### src/rtl/regfile_dump_reader.sv
// -----------------------------------------------------------------------------
// regfile_dump_reader
//
// Debug read-out engine for the 32-entry register file. A start request walks
// the inclusive index range [first_addr, last_addr] on one register-file read
// port. Each register value is captured and streamed to a debug/trace consumer
// over a valid/ready interface, tagged with its index.
//
// Ports
//   clk        : system clock, rising edge
//   rst        : asynchronous, active-low reset
//   start      : dump request, only looked at while idle
//   first_addr : first register index of the range
//   last_addr  : last register index of the range (inclusive)
//   abort      : cancel an in-progress dump
//   RReg       : read address to the register-file read port
//   RD         : read data from the register file (combinational on RReg)
//   out_valid  : stream word valid
//   out_ready  : consumer ready
//   out_data   : captured register value
//   out_idx    : register index of out_data
//   out_last   : out_data is the final word of the range
//   busy       : dump in progress
//   done       : one-cycle pulse on normal completion
//   err        : one-cycle pulse when a start is rejected (first > last)
// -----------------------------------------------------------------------------
module regfile_dump_reader #(
    parameter int N = 32
) (
    input  logic         clk,
    input  logic         rst,
    input  logic         start,
    input  logic [4:0]   first_addr,
    input  logic [4:0]   last_addr,
    input  logic         abort,
    output logic [4:0]   RReg,
    input  logic [N-1:0] RD,
    output logic         out_valid,
    input  logic         out_ready,
    output logic [N-1:0] out_data,
    output logic [4:0]   out_idx,
    output logic         out_last,
    output logic         busy,
    output logic         done,
    output logic         err
);

    typedef enum logic [1:0] {
        ST_IDLE = 2'd0,
        ST_READ = 2'd1,
        ST_HOLD = 2'd2,
        ST_DONE = 2'd3
    } state_t;

    state_t     state_r;
    logic [4:0] addr_r;
    logic [4:0] last_r;

    // The read port always follows the walking address, even while idle.
    assign RReg = addr_r;

    // Dump sequencer: state, address walk and all registered stream outputs.
    always_ff @(posedge clk or negedge rst) begin
        if (!rst) begin
            state_r   <= ST_IDLE;
            addr_r    <= 5'd0;
            last_r    <= 5'd0;
            out_valid <= 1'b0;
            out_data  <= {N{1'b0}};
            out_idx   <= 5'd0;
            out_last  <= 1'b0;
            busy      <= 1'b0;
            done      <= 1'b0;
            err       <= 1'b0;
        end else begin
            // done and err are single-cycle pulses unless re-armed below.
            done <= 1'b0;
            err  <= 1'b0;
            case (state_r)
                ST_IDLE: begin
                    // abort outranks start; a reversed range is refused.
                    if (start && !abort) begin
                        if (first_addr > last_addr) begin
                            err <= 1'b1;
                        end else begin
                            addr_r  <= first_addr;
                            last_r  <= last_addr;
                            busy    <= 1'b1;
                            state_r <= ST_READ;
                        end
                    end
                end
                ST_READ: begin
                    if (abort) begin
                        out_valid <= 1'b0;
                        out_last  <= 1'b0;
                        busy      <= 1'b0;
                        state_r   <= ST_IDLE;
                    end else begin
                        // Snapshot: later register-file writes cannot disturb it.
                        out_data  <= RD;
                        out_idx   <= addr_r;
                        out_last  <= (addr_r == last_r);
                        out_valid <= 1'b1;
                        state_r   <= ST_HOLD;
                    end
                end
                ST_HOLD: begin
                    if (abort) begin
                        out_valid <= 1'b0;
                        out_last  <= 1'b0;
                        busy      <= 1'b0;
                        state_r   <= ST_IDLE;
                    end else if (out_ready) begin
                        out_valid <= 1'b0;
                        if (out_last) begin
                            done    <= 1'b1;
                            state_r <= ST_DONE;
                        end else begin
                            // Last-word check precedes the increment, so no wrap.
                            addr_r  <= addr_r + 5'd1;
                            state_r <= ST_READ;
                        end
                    end
                end
                ST_DONE: begin
                    if (abort) begin
                        out_valid <= 1'b0;
                        out_last  <= 1'b0;
                    end
                    busy    <= 1'b0;
                    state_r <= ST_IDLE;
                end
                default: begin
                    out_valid <= 1'b0;
                    out_last  <= 1'b0;
                    busy      <= 1'b0;
                    state_r   <= ST_IDLE;
                end
            endcase
        end
    end

endmodule

### config.mk
export PLATFORM = sky130hd
export DESIGN_NAME = regfile_dump_reader
export DESIGN_NICKNAME = d
export VERILOG_FILES = /design/src/rtl/regfile_dump_reader.sv
export SDC_FILE = /design/constraint.sdc
export NUM_CORES = 1
export LEC_CHECK = 0
export BUFFER_PORTS_ARGS = -buffer_cell sky130_fd_sc_hd__buf_4
export CAP_MARGIN = 20
export CORE_ASPECT_RATIO = 0.5
export CORE_MARGIN = 2
export CORE_UTILIZATION = 53
export CTS_CLUSTER_DIAMETER = 150
export DETAILED_ROUTE_END_ITERATION = 16
export PLACE_DENSITY = 0.91
export SYNTH_ARGS = -nofsm -noshare
export SYNTH_HDL_FRONTEND = slang
export SYNTH_SLANG_ARGS = --single-unit
export TNS_END_PERCENT = 30
### constraint.sdc
create_clock -name clk -period 2.7 [get_ports clk]
set_input_delay 0.54 -clock clk [delete_from_list [all_inputs] [get_ports clk]]
set_output_delay 0.54 -clock clk [all_outputs]
set_load 0.02 [all_outputs]
# --- Word level (Yosys, flattened, before mapping) ---
# Index checks and enable logic that the tools add are counted.
# Widths: inputs -> output; s select.
op_classes:
  mux: 30
  n_addsub: 1
  bitwise_logic: 2
  reduce_logical: 15
  order_cmp: 1
  eq_ne: 13
op_table:
  columns: ["cell", "count"]
  rows:
  - ["$mux 5", 5]
  - ["$mux 1", 14]
  - ["$mux 2", 6]
  - ["$ne 2x2->1 const B", 6]
  - ["$reduce_and 3->1", 4]
  - ["$pmux 5 s2", 1]
  - ["$pmux 2 s4", 1]
  - ["$pmux 1 s3", 2]
  - ["$reduce_and 6->1", 1]
  - ["$add 5x1->5 const B", 1]
  - ["$eq 5x5->1", 1]
  - ["$gt 5x5->1", 1]
  - ["$eq 2x2->1 const B", 2]
  - ["$ne 2x1->1 const B", 2]
  - ["$reduce_and 2->1", 2]
  - ["$reduce_bool 2->1", 2]
  - ["$reduce_or 2->1", 2]
  - ["$ne 3x3->1 const B", 1]
  - ["$reduce_bool 3->1", 1]
  - ["$eq 2x1->1 const B", 1]
  - ["$logic_not 2->1", 1]
  - ["$not 1->1", 2]
  - ["$pmux 1 s2", 1]
  - ["$logic_and 1x1->1", 1]
  - ["$logic_not 1->1", 1]
totals:
  word_cells: 72
  input_bits: 47
  out_inout_bits: 47
  regBits: 54

# --- Longest topological paths before layout ---
logic_depth:
  depth_word: 5
  ltp_mapped: 8
  depth_no_buf: 7

# --- Worst setup path after synthesis ---
# Ideal clock, no wire load.
synth_timing:
  kind: "input-to-reg"
  startpoint: "input last_addr[2]"
  endpoint: "register last_r[0]"
  path_slack_ps: 721
  arrival_ps: 1854
  path_buffers: 0
  required_time_ps: 2575
  setup_ps: 125
  path_stages: 7
  path_cell_list: "inv_1 ha_1 o21ai_0 a21oi_1 o221ai_2 and2b_1 mux2_2"
synth_via:
  elab_chain_len: 3
synth_lines:
  columns: ["item", "line", "text"]
  rows:
  - ["start: declaration", "34", "input logic [4:0] last_addr,"]
  - ["$gt 5x5->1", "83", "if (first_addr > last_addr) begin"]
  - ["$not 1->1 (no source line)", null, null]
  - ["$reduce_and 3->1 (no source line)", null, null]
  - ["end signal: assignment", "87", "last_r <= last_addr;"]
  - ["end: declaration", "57", "logic [4:0] last_r;"]
# No other way between the ends.
# A chain may end at the register's enable or synchronous reset.

# --- Final worst setup path ---
layout_timing:
  startpoint: "register state_r[1]"
  endpoint: "register addr_r[4] (netlist: RReg[4])"
layout_via:
  elab_chain_len: 3
  elab_cells_between_ends: 10
  classes_between: "6 x eq/ne; 1 x mux; 3 x reduce/logical"
layout_lines:
  columns: ["item", "line", "text"]
  rows:
  - ["start: declaration", "55", "state_t state_r;"]
  - ["start signal: assignment", "65", "state_r <= ST_IDLE;"]
  - ["start signal: assignment", "89", "state_r <= ST_READ;"]
  - ["start signal: assignment", "98", "state_r <= ST_IDLE;"]
  - ["$eq 2x2->1 / $logic_not 2->1 (equally long branches)", "79", "case (state_r)"]
  - ["$ne 2x2->1 (no source line) / $reduce_bool 2->1 (equally long branches)", null, null]
  - ["$reduce_and 6->1 (no source line)", null, null]
  - ["end signal: assignment", "86", "addr_r <= first_addr;"]
  - ["end signal: assignment", "121", "addr_r <= addr_r + 5'd1;"]
  - ["end: declaration", "56", "logic [4:0] addr_r;"]
# Parallel ways exist; a longest one is shown, timed or not.

==> key figures <==
Outcome
  • Outcome: finished, final reports clean

Setup path
  • Req. time, crit path: 2.88 ns
  • Worst setup SP type: register
  • Kind of critical path: reg2reg
  • Arr. time, crit path: approximately 2.5 ns
  • Largest fanout on the critical path: 12
  • Worst Setup End Kind: register

Floorplan
  • Chip width: around 100 um
  • Die H: approximately 53 um
  • Die footprint: 0.005338 mm2
  • FP Rows: 17
  • Core box area: 0.004467 mm2
  • I/O pin total: 94
  • Initial Utilization: a little under three fifths

Hold path
  • Path type of the worst min-delay path: in2async

Global routing
  • Total gr overflow: 0
  • Gr usage total: 21.71%
  • Initial antenna violation count: 0
  • Largest net degree at the start of global routing: 55
  • Global-route wire length before repair: 8811 um
  • Vias in the first global route: approximately 1900

Timing
  • Setup Skew: 0.006156 ns
  • Tightest Pin Transition: 0.6596 ns
  • Slew headroom: between 50% and 60%
  • Final period util: between 80 and 90%
  • Total Neg Setup Slack: 0 ns
  • Final setup margin: 0.3943 ns
  • Hold Slack: ~0.24 ns
  • RSZ-0062 raised after global routing: false
  • Final hold violations: 0
  • Max-slew violation total from the final report: 0
  • Final Critical Period: 2.306 ns
  • Peak Freq: roughly 0.43 GHz
  • Final setup violation count: 0

Yosys
  • Synth Net Count: between 200 and 300
  • Mapped Cells: 197
  • Synthesized flop and latch total: 54
  • Post-synth top cells: dfrtp_1, mux2_2, inv_1, ha_1
  • Sequential fraction of the synthesis area: 53.81%
  • Synth top area share: 53.81%
  • Most common cell in the netlist: dfrtp_1
  • YS warnings: 0
  • Synth unique cells: 39
  • Post-synth EDFFs: 0
  • Ys flop type: dfrtp_1
  • Top cells by area, synth: dfrtp_1, mux2_2, ha_1
  • Synth area leader: dfrtp_1
  • Post-Syn Area per Cell: 12.75 um2
  • Asr flop ratio synth: 100.0%
  • Mapped Area: ~0.0025 mm2

Final layout
  • Layout cells sized above 1: ~52%
  • Non-Filler Instances: 350
  • Fillers: 308
  • Number of diodes: 0
  • Area growth syn-to-layout: 33.93%
  • Core Util, Final: 75.29%
  • Fin area: between 0.003 and 0.004 mm2
  • Final #Nets: 349

CTS
  • Clk pin slew, worst setup/hold paths: 0.10 ns
  • Worst skew pair latency: 0.31 ns
  • Number of buffers created by CTS: 5
  • Setup bufs post-CTS: 0
  • Cts repair resizes: 0
  • Clock sink total: 54
  • CTS Hold Bufs: 0
  • CTS H-tree depth: 2
  • CTS tree: yes
  • Clk root buf: clkbuf_8
  • Max Buffers Root-to-Sink: 2

Detailed routing
  • Detailed router's first-iteration violation count: 72
  • Vias: 1916
  • Drc violations: 0
  • DR pass1 iterations: 4
  • Routed wire length: 5509 um
  • Via density: 5.474
  • Routed len/inst: 15.74 um
  • Final ANT Viol Nets: 0

Flow run
  • Max-Cap Viols: 0

Power and ir drop
  • Leakage: 1.597 nW
  • P per Cell Area: between 1000 and 1500 mW/mm2
  • Worst vdd ir: 0.4016 mV
  • Total Power: 3.930 mW

Place
  • DP Wirelength: roughly 4100 um
  • GPL Wtd Cong: 0.9061
  • Post-DP Area: 0.003269 mm2
  • Placed insts: approximately 340
  • Buffers on Ports: 93
  • Worst slack, placed: approximately 0.4 ns
cells in the final DEF, fill, tap and decap left out, types with 2 or more instances in the layout:
cell / count
buf_4: 95
dfrtp_1: 54
mux2_2: 44
inv_1: 12
ha_1: 10
o21ai_0: 8
nand2_1: 8
clkbuf_8: 5
nor2_1: 4
nor2b_1: 4
nand3_1: 4
o22ai_1: 4
a21oi_1: 3
xor2_1: 3
nand2b_1: 2
or2b_1: 2
o22a_1: 2
a222oi_1: 2
nor3_1: 2
xnor2_1: 2
path summary, 6_finish.rpt:
path / slack [ns] / endpoint / start / cells after the start
worst max-delay path: 0.39 / RReg[4]$_DFFE_PN0P_ / state_r[1]$_DFFE_PN0P_ / 6
worst min-delay path: 0.24 / busy$_DFFE_PN0P_ / rst / 1
worst max register to register: 0.39 / RReg[4]$_DFFE_PN0P_ / state_r[1]$_DFFE_PN0P_ / 6
worst min register to register: 0.52 / busy$_DFFE_PN0P_ / busy$_DFFE_PN0P_ / 2
max in group asynchronous: 2.01 / out_data[11]$_DFFE_PN0P_ / rst / 1
min in group clk: 0.45 / out_data[17]$_DFFE_PN0P_ / RD[17] / 2
where the power goes:
part | switching [mW] | internal [mW] | total (mW) | leakage [nW]
registers | 0.288 | 1.20 | 1.49 | 0.645
clock network | 0.280 | 0.188 | 0.468 | 0.0447
logic | 0.993 | 0.983 | 1.98 | 0.907
metal layers:
| metal | vias to the layer above | GRT usage [%] | wire length (um) |
|---|---|---|---|
| met1 | 951 | 26.17 | 2232 |
| met2 | 64 | 40.95 | 2927 |
| met5 | - | 0 | 0 |
| li1 | 894 | - | - |
| met3 | 7 | 3.867 | 292 |
| met4 | 0 | 5.405 | 56 |
cell type report:
class                   instances  area, um2  share of cell area [%]
well taps                      57      71.32                   2.121
flip-flops and latches         54       1351                   40.18
multi-input cells             124       1089                   32.37
clock buffers                   5      68.82                   2.046
inverters                      12      45.04                   1.339
repair buffers                 95      713.2                   21.21
clock inverters                 3      25.02                  0.7440
cell families after synthesis:
family | after synthesis | share of synthesized area [%]
AO/OA/AOI/OAI | 29 | 8.620
AND/OR/NAND/NOR | 35 | 7.574
adder cells (fa/ha/maj) | 10 | 4.983
buffers and inverters | 19 | 3.139
flip-flops | 54 | 53.81
multiplexers | 45 | 20.13
XOR/XNOR | 5 | 1.744
worst max-delay path, stage by stage (launching register included):
cell and delay [ns]:
dfrtp_1 0.47, inv_1 0.14, ha_1 0.42, mux2i_1 0.19
a211oi_4 0.35, o21ai_2 0.16, a222oi_1 0.44
state kept, by name (all words and copies together), names as in the netlist, 2 cells and up:
register,cells
last_r,5
out_data,32
RReg,5
state_r,2
out_idx,5
Power figures use the tool's default switching activity.
